<file path="src/rtl/xif_bitmanip_coproc.sv">
// CORE-V-XIF bit-manipulation coprocessor: CPOP/CLZ (and optional ROL) on custom-0, with
// in-order result slots released on commit. Define XIF_BITMANIP_ROT_EN to decode ROL.
module xif_bitmanip_coproc #(
  parameter int unsigned DEPTH      = 4,
  parameter int unsigned X_ID_WIDTH = 4,
  parameter logic [6:0]  OPCODE     = 7'h0B
) (
  input  logic                  clk_i,
  input  logic                  rst_ni,
  input  logic                  issue_valid_i,
  output logic                  issue_ready_o,
  input  logic [31:0]           issue_instr_i,
  input  logic [X_ID_WIDTH-1:0] issue_id_i,
  input  logic [63:0]           issue_rs_i,
  input  logic [1:0]            issue_rs_valid_i,
  output logic                  issue_accept_o,
  output logic                  issue_writeback_o,
  input  logic                  commit_valid_i,
  input  logic [X_ID_WIDTH-1:0] commit_id_i,
  input  logic                  commit_kill_i,
  output logic                  result_valid_o,
  input  logic                  result_ready_i,
  output logic [X_ID_WIDTH-1:0] result_id_o,
  output logic [31:0]           result_data_o,
  output logic [4:0]            result_rd_o,
  output logic                  result_we_o
);

  localparam int unsigned PtrW = $clog2(DEPTH);
  localparam int unsigned CntW = PtrW + 1;
  localparam logic [CntW-1:0] DepthCnt = CntW'(DEPTH);

  typedef enum logic [1:0] {SlotFree, SlotIssued, SlotCommitted, SlotKilled} slot_state_e;

  slot_state_e           state_q [DEPTH];
  slot_state_e           state_d [DEPTH];
  logic [X_ID_WIDTH-1:0] id_q    [DEPTH];
  logic [X_ID_WIDTH-1:0] id_d    [DEPTH];
  logic [4:0]            rd_q    [DEPTH];
  logic [4:0]            rd_d    [DEPTH];
  logic [31:0]           data_q  [DEPTH];
  logic [31:0]           data_d  [DEPTH];
  logic [PtrW-1:0]       wr_ptr_q, wr_ptr_d, rd_ptr_q, rd_ptr_d;
  logic [CntW-1:0]       count_q, count_d;

  // Decode
  logic [6:0]  opcode;
  logic [2:0]  funct3;
  logic [6:0]  funct7;
  logic [4:0]  instr_rd;
  logic [31:0] rs1, rs2;
  logic        dec_ok, is_cpop, is_clz, is_rol, match;

  assign opcode   = issue_instr_i[6:0];
  assign instr_rd = issue_instr_i[11:7];
  assign funct3   = issue_instr_i[14:12];
  assign funct7   = issue_instr_i[31:25];
  assign rs1      = issue_rs_i[31:0];
  assign rs2      = issue_rs_i[63:32];
  assign dec_ok   = (opcode == OPCODE) && (funct7 == 7'd0);
  assign is_cpop  = dec_ok && (funct3 == 3'b000);
  assign is_clz   = dec_ok && (funct3 == 3'b001);

  logic [31:0] rol_res;
`ifdef XIF_BITMANIP_ROT_EN
  logic [5:0] rol_rsh;
  assign is_rol  = dec_ok && (funct3 == 3'b010);
  // A right shift by 32 yields zero, so a rotate amount of 0 needs no special case.
  assign rol_rsh = 6'd32 - {1'b0, rs2[4:0]};
  assign rol_res = (rs1 << rs2[4:0]) | (rs1 >> rol_rsh);
  logic unused_bits;
  assign unused_bits = ^{issue_instr_i[24:15], rs2[31:5]};
`else
  assign is_rol  = 1'b0;
  assign rol_res = 32'd0;
  logic unused_bits;
  assign unused_bits = ^{issue_instr_i[24:15], rs2, issue_rs_valid_i[1]};
`endif

  assign match = is_cpop || is_clz || is_rol;

  // Operand and capacity checks
  logic ops_ok, head_pop, space_ok, accept_fire;

  assign ops_ok = !issue_valid_i ||
                  ((!match || issue_rs_valid_i[0]) && (!is_rol || issue_rs_valid_i[1]));
  assign head_pop = (state_q[rd_ptr_q] == SlotKilled) ||
                    ((state_q[rd_ptr_q] == SlotCommitted) && result_ready_i);
  assign space_ok = (count_q < DepthCnt) || head_pop;

  assign issue_ready_o     = space_ok && ops_ok;
  assign issue_accept_o    = issue_valid_i && match;
  assign issue_writeback_o = issue_valid_i && match;
  assign accept_fire       = issue_valid_i && issue_ready_o && match;

  // Execution
  logic [5:0]  cpop_cnt, clz_cnt;
  logic [31:0] exec_res;

  always_comb begin
    cpop_cnt = 6'd0;
    clz_cnt  = 6'd32;
    for (int i = 0; i < 32; i++) begin
      cpop_cnt = cpop_cnt + {5'd0, rs1[i]};
      if (rs1[i]) clz_cnt = 6'(31 - i);
    end
  end

  always_comb begin
    exec_res = rol_res;
    if (is_cpop)     exec_res = {26'd0, cpop_cnt};
    else if (is_clz) exec_res = {26'd0, clz_cnt};
  end

  // Slot queue next state
  logic            commit_new, found;
  logic [PtrW-1:0] idx;
  slot_state_e     commit_state;

  assign commit_new   = commit_valid_i && accept_fire && (issue_id_i == commit_id_i);
  assign commit_state = commit_kill_i ? SlotKilled : SlotCommitted;

  always_comb begin
    state_d  = state_q;
    id_d     = id_q;
    rd_d     = rd_q;
    data_d   = data_q;
    wr_ptr_d = wr_ptr_q;
    rd_ptr_d = rd_ptr_q;
    count_d  = count_q;
    found    = 1'b0;
    idx      = '0;

    if (head_pop) begin
      state_d[rd_ptr_q] = SlotFree;
      rd_ptr_d          = rd_ptr_q + 1'b1;
    end

    // Oldest-first search so duplicate ids resolve to the earliest outstanding slot.
    if (commit_valid_i && !commit_new) begin
      for (int unsigned i = 0; i < DEPTH; i++) begin
        idx = rd_ptr_q + PtrW'(i);
        if (!found && (state_q[idx] == SlotIssued) && (id_q[idx] == commit_id_i)) begin
          state_d[idx] = commit_state;
          found        = 1'b1;
        end
      end
    end

    if (accept_fire) begin
      state_d[wr_ptr_q] = commit_new ? commit_state : SlotIssued;
      id_d[wr_ptr_q]    = issue_id_i;
      rd_d[wr_ptr_q]    = instr_rd;
      data_d[wr_ptr_q]  = exec_res;
      wr_ptr_d          = wr_ptr_q + 1'b1;
    end

    unique case ({accept_fire, head_pop})
      2'b10:   count_d = count_q + 1'b1;
      2'b01:   count_d = count_q - 1'b1;
      default: count_d = count_q;
    endcase
  end

  always_ff @(posedge clk_i or negedge rst_ni) begin
    if (!rst_ni) begin
      for (int i = 0; i < int'(DEPTH); i++) begin
        state_q[i] <= SlotFree;
        id_q[i]    <= '0;
        rd_q[i]    <= '0;
        data_q[i]  <= '0;
      end
      wr_ptr_q <= '0;
      rd_ptr_q <= '0;
      count_q  <= '0;
    end else begin
      state_q  <= state_d;
      id_q     <= id_d;
      rd_q     <= rd_d;
      data_q   <= data_d;
      wr_ptr_q <= wr_ptr_d;
      rd_ptr_q <= rd_ptr_d;
      count_q  <= count_d;
    end
  end

  // Result channel straight from the head slot
  assign result_valid_o = (state_q[rd_ptr_q] == SlotCommitted);
  assign result_we_o    = result_valid_o;
  assign result_id_o    = id_q[rd_ptr_q];
  assign result_rd_o    = rd_q[rd_ptr_q];
  assign result_data_o  = data_q[rd_ptr_q];

endmodule

</file>
<file path="config.mk">
export PLATFORM = sky130hd
export DESIGN_NAME = xif_bitmanip_coproc
export DESIGN_NICKNAME = d
export VERILOG_FILES = /design/src/rtl/xif_bitmanip_coproc.sv
export SDC_FILE = /design/constraint.sdc
export NUM_CORES = 1
export LEC_CHECK = 0
export ABC_AREA = 0
export CAP_MARGIN = 40
export CORE_MARGIN = 10
export CORE_UTILIZATION = 54
export DETAILED_ROUTE_END_ITERATION = 16
export PLACE_DENSITY = 0.95
export SLEW_MARGIN = 20
export SYNTH_ARGS = -nofsm -noshare
export SYNTH_HDL_FRONTEND = slang
export SYNTH_SLANG_ARGS = --single-unit
</file>
<file path="constraint.sdc">
create_clock -name clk_i -period 11 [get_ports clk_i]
set_clock_uncertainty 0.15 [all_clocks]
set_input_delay 2.2 -clock clk_i [delete_from_list [all_inputs] [get_ports clk_i]]
set_output_delay 2.2 -clock clk_i [all_outputs]
set_load 0.03 [all_outputs]
</file>
---- Word-level counts from Yosys, hierarchy flattened ----
Cells that the tools add are included.
storage, ports and cells
  output and inout port bits .............. 46
  register bits ........................... 179
  word-level logic and storage cells ...... 233
cells by class
  bitwise gates (word level) .............. 7
  add/sub/neg operators ................... 37
  order comparisons ....................... 11
  reductions and logical operators ........ 37
  equal/unequal tests ..................... 15
  mux-type cells .......................... 107
operator list
  kind                                                       number
  two-way mux 6 bit                                          34
  adder 6 x 1 -> 6 bit                                       26
  bitwise mux 128 bit                                        1
  two-way mux 32 bit                                         3
  two-way mux 8 bit                                          10
  binary-select mux 32 bit (select 2 bit)                    1
  demux 32 bit (select 2 bit)                                1
  bitwise mux 8 bit                                          5
  two-way mux 4 bit                                          9
  binary-select mux 4 bit (select 2 bit)                     4
  two-way mux 2 bit                                          14
  logical AND 1 bit                                          23
  bitwise mux 20 bit                                         1
  demux 2 bit (select 2 bit)                                 5
  equality test 4 bit                                        5
  binary-select mux 2 bit (select 2 bit)                     4
  bitwise mux 16 bit                                         1
  greater-or-equal comparator 3 bit (second input constant)  5
  < comparator 3 x 1 -> 1 bit (second input constant)        5
  two-way mux 5 bit                                          3
  inverter 2 -> 3 bit                                        5
  binary-select mux 5 bit (select 2 bit)                     1
  demux 5 bit (select 2 bit)                                 1
  equality test 2 x 1 -> 1 bit (second input constant)       5
  23 further kinds                                           42

---- Depth between registers and ports, before layout ----
  depth in word-level cells ............... 35
  depth in mapped cells ................... 19

---- Least setup slack after synthesis ----
Ideal clock, no wire load.
  path kind ............................... in2reg
  from .................................... input issue_rs_i[17]
  to ...................................... register data_q[36] (netlist name)
  path slack .............................. 4267 ps
  cell stages on the path ................. 19
  buffers on the path ..................... 0
  required time ........................... 10715 ps
  arrival ................................. 6448 ps
  cells stage by stage .................... fa_1 inv_1 fa_1 inv_1 fa_1 inv_1 fa_1 fa_1 fa_1 inv_1 ha_1 inv_1 fa_1 inv_1 a21o_1 a21oi_1 xnor2_1 a22oi_1 o21ai_0
between the ends
  cells in the longest elaborated chain, start to end .. 18
  elaborated cells between the ends (all ways) .. 33
  those cells by class .................... add/sub (15); mux (18)
RTL lines
  element                                                                        line  source
  start: declaration                                                             14    input logic [63:0] issue_rs_i,
  parallel branches: the longest is 16 deep, another holds adder 6 x 1 -> 6 bit  -
  two-way mux 6 bit *                                                            111   if (is_cpop) exec_res = {26'd0, cpop_cnt};
  bitwise mux 128 bit *                                                          154   data_d[wr_ptr_q] = exec_res;
  end signal: assignment                                                         180   data_q <= data_d;
  end: declaration                                                               41    logic [31:0] data_q [DEPTH];
Every way passes the cells marked *.
A chain may end at the register's enable or synchronous reset.

---- Final worst setup path ----
Same ends and word-level chain as after synthesis.

==> metrics.txt <==
Die X=124.2 um; Final setup viols=0; critical path arrival=7.30 ns; first-pass GRT wire length=25.04 mm; Clk pin slew, worst setup/hold paths=0.08 ns; I/O Pins=158; Seq/Total Area, Yosys=0.3203; largest net degree at the start of global routing=49; number of gates resized after cts=0; max frequency=138.5 MHz; Syn Inst Count=545; final wirelength=15.91 mm; Cell Chain, Critical Path=clkdlybuf4s50_1, fa_1, inv_1, fa_1, inv_1, fa_1, inv_1, fa_1, fa_1, fa_1, inv_1, ha_1, inv_1, fa_1, inv_1, a21o_1, a21oi_1, xnor2_1, a22oi_1, o21ai_0; Routed Antenna Nets=0; adder-cell share of the synthesized area=0.1239; fin util=0.6654; Setup Crit Path Kind=in2reg; Syn Area/Cell=10.75 um^2; number of global-route vias before repair=5,031; FF+latch count, synth=75; WP depth=20; Worst-Skew Late Latency=0.36 ns; final cell count without fillers=767; crit end category=flop; # rows=37; routed vias=4,794; # hold bufs at CTS=0; Initial Utilization=0.5600; Die H=124.2 um; CP required=11.08 ns; Final Power=0.0008640 W; CP bufs+invs=7; Worst Hold Path Cells=2; reg2reg end=state_q[1]; Area growth syn-to-layout=18.81%; Setup TNS=0 ns; DRT Pass-1 Iters=6; worst-margin pin slew=0.6843 ns; fin crit period=7.219 ns; CTS Buf Count=9; H-tree levels=3; Max Root-Sink Buffers=2; Synth Area in XOR/XNOR=0.04335; Vias/cell=6.250; Post-CTS Setup Bufs=0; DR WL/cell=20.74 um; cells on worst reg2reg path=10; Total GRT Usage=0.2057; CP max stage delay=0.56 ns; Lkg Pwr=3.096 nW; Final Slew Violations=0; critical path's slowest cell=fa_1; DR iter-0 viols=472; Worst slew margin=0.5424; Unique masters post-synth=63; synth warn=0; GRT overflow=0; initial antenna violation count=0; TritonCTS clock tree=built; placed cells=751; combinational family with the most area after synthesis=multiplexers; Die ar.=15,420 um^2; most used cell along the critical path=fa_1; r2r setup slk=6.56 ns; CP max FO=4; Startpoint Class=input pin; Residual DRC=0; Final Hold Fails=0; fin crit share=0.6563; CP delay by family, top=adder cells; Final nets=782; Critical Path Start=issue_rs_i[17]; Root Driver=clkbuf_8; RSZ-0062 raised after global routing=no; Post-synth EDFFs=0; layout cells sized above 1=0.1585; worst hold path type=reg2reg; Critical path destination=data_q[36]; Synth async-reset ratio=1.000; post-synthesis compound-gate area fraction=0.1185; status=finished, final reports clean; max-cap violations=0; Synth Area in Simple Gates=0.1140; Core Area=10,460 um^2; Post-DP HPWL=12.37 mm; ANT cells=0; reg2reg start=rd_ptr_q[0]; synthesized area=5859 um^2; mux contribution to synthesized area=0.1896; most common flop cell mapped by yosys=dfrtp_1; power density over the cells=124.1 nW/um^2; Port Buffers=88; routability cong.=0.9332; Peak VDD IR=110.1 uV; clk sink count=75
## worst min-delay path, delay by kind of cell (launching register included)
kind / cells / cell delay (ns)
flip-flops: 1 / 0.35
AO/OA/AOI/OAI: 1 / 0.06
AND/OR/NAND/NOR: 1 / 0.05
## power by group
part	total, W	leakage (nW)	switching [W]	internal [W]
registers	0.000275	1.02	0	0.000275
logic	0.000398	1.99	0.000216	0.000182
clock network	0.000190	0.0792	0.000109	0.0000819
total	0.000864	3.10	0.000324	0.000540
## logic make-up (layout without fill, tap and decap cells)
kind of cell             Yosys count  after routing
AND/OR/NAND/NOR                  133            133
other                              1             26
adder cells (fa/ha/maj)           43             43
multiplexers                      69             69
AO/OA/AOI/OAI                     96             96
flip-flops                        75             75
buffers and inverters             99            160
XOR/XNOR                          29             29
## worst min-delay path by stage
stage                    start         end  slack (ns)
finish              data_q[96]  data_q[96]        0.34
global placement    data_q[97]  data_q[97]        0.31
detailed placement  data_q[96]  data_q[96]        0.33
global route           rd_q[4]     rd_q[4]        0.37
floorplan           data_q[32]  data_q[32]        0.29
CTS                  data_q[0]   data_q[0]        0.34
## synth_stat cells, types with 2 or more instances
cell | n | area (um^2)
ha_1 | 18 | 225.2
nand2b_1 | 3 | 18.77
a221oi_2 | 3 | 45.04
dfrtp_1 | 75 | 1877
xor2_1 | 7 | 61.31
buf_6 | 5 | 56.30
a31oi_1 | 6 | 37.54
a22oi_1 | 5 | 37.54
a2111oi_0 | 2 | 17.52
buf_4 | 28 | 210.2
xnor2_1 | 22 | 192.7
nand4_1 | 7 | 43.79
a311oi_1 | 6 | 52.55
a32oi_1 | 2 | 17.52
nor4b_1 | 3 | 26.28
mux2_2 | 36 | 405.4
fa_1 | 25 | 500.5
nand2_1 | 50 | 187.7
nor4_1 | 11 | 68.82
nand3_1 | 9 | 45.04
inv_1 | 48 | 180.2
o2111ai_1 | 5 | 43.79
nor3_2 | 2 | 20.02
o311ai_0 | 2 | 17.52
and4_1 | 3 | 26.28
a211oi_1 | 2 | 15.01
nor2b_1 | 6 | 37.54
clkbuf_1 | 9 | 33.78
nor3_1 | 12 | 60.06
mux2i_1 | 3 | 30.03
o31a_1 | 2 | 17.52
o21ai_0 | 32 | 160.2
nor2_1 | 19 | 71.32
a21o_1 | 8 | 60.06
o21bai_1 | 2 | 15.01
a21oi_1 | 6 | 30.03
buf_2 | 6 | 30.03
mux4_2 | 30 | 675.7
## layout by cell type (no fill, tap or decap), types with 3 or more instances in the layout
master,Yosys,layout
xor2_1,7,7
clkbuf_8,0,9
nand3_1,9,9
nand4_1,7,7
nor3_1,12,12
o2111ai_1,5,5
and4_1,3,3
nand2_1,50,50
nor4_1,11,11
a221oi_2,3,3
mux2_2,36,36
conb_1,1,26
a31oi_1,6,6
o21ai_0,32,32
nor2_1,19,19
mux4_2,30,30
nand2b_1,3,3
ha_1,18,18
nor4b_1,3,3
inv_1,48,48
a21oi_1,6,6
a311oi_1,6,6
xnor2_1,22,22
a21o_1,8,8
nor2b_1,6,6
a22oi_1,5,5
buf_8,0,3
clkdlybuf4s50_1,0,87
mux2i_1,3,3
fa_1,25,25
dfrtp_1,75,74
## sequential cells by signal, indices dropped and copies added, names as in the netlist
signal / cells
rd_ptr_q: 2
count_q: 3
rd_q: 20
data_q: 24
id_q: 16
state_q: 8
wr_ptr_q: 2
## stage by stage
stage / cell area, um^2 / setup WS [ns] / hold WS [ns]
2_1_floorplan: 5953 / 4.267 / 0.2940
3_3_place_gp: 6676 / 3.524 / 0.3060
3_5_place_dp: 6782 / 3.414 / 0.3267
4_1_cts: 6947 / 3.793 / 0.3445
5_1_grt: 6962 / 3.570 / 0.3661
6_report: 6962 / 3.781 / 0.3387
## layer usage
metal / vias to the layer above / part of all wire / global-route usage
met5: - / 0 / 0
met4: 0 / 0.049 / 0.1079
met3: 81 / 0.077 / 0.04208
met2: 288 / 0.52 / 0.3630
met1: 2340 / 0.35 / 0.2290
li1: 2085 / - / -
## area by class of cell
| class | count | area (um^2) |
|---|---|---|
| multi-input combinational | 396 | 3551 |
| fill | 733 | 3501 |
| sequential | 75 | 1878 |
| timing repair buffer | 96 | 1011 |
| inverter | 49 | 186.4 |
| tap | 136 | 170.2 |
| clock buffer | 10 | 127.6 |
| clock inverter | 5 | 37.54 |
Power figures use the tool's default switching activity.
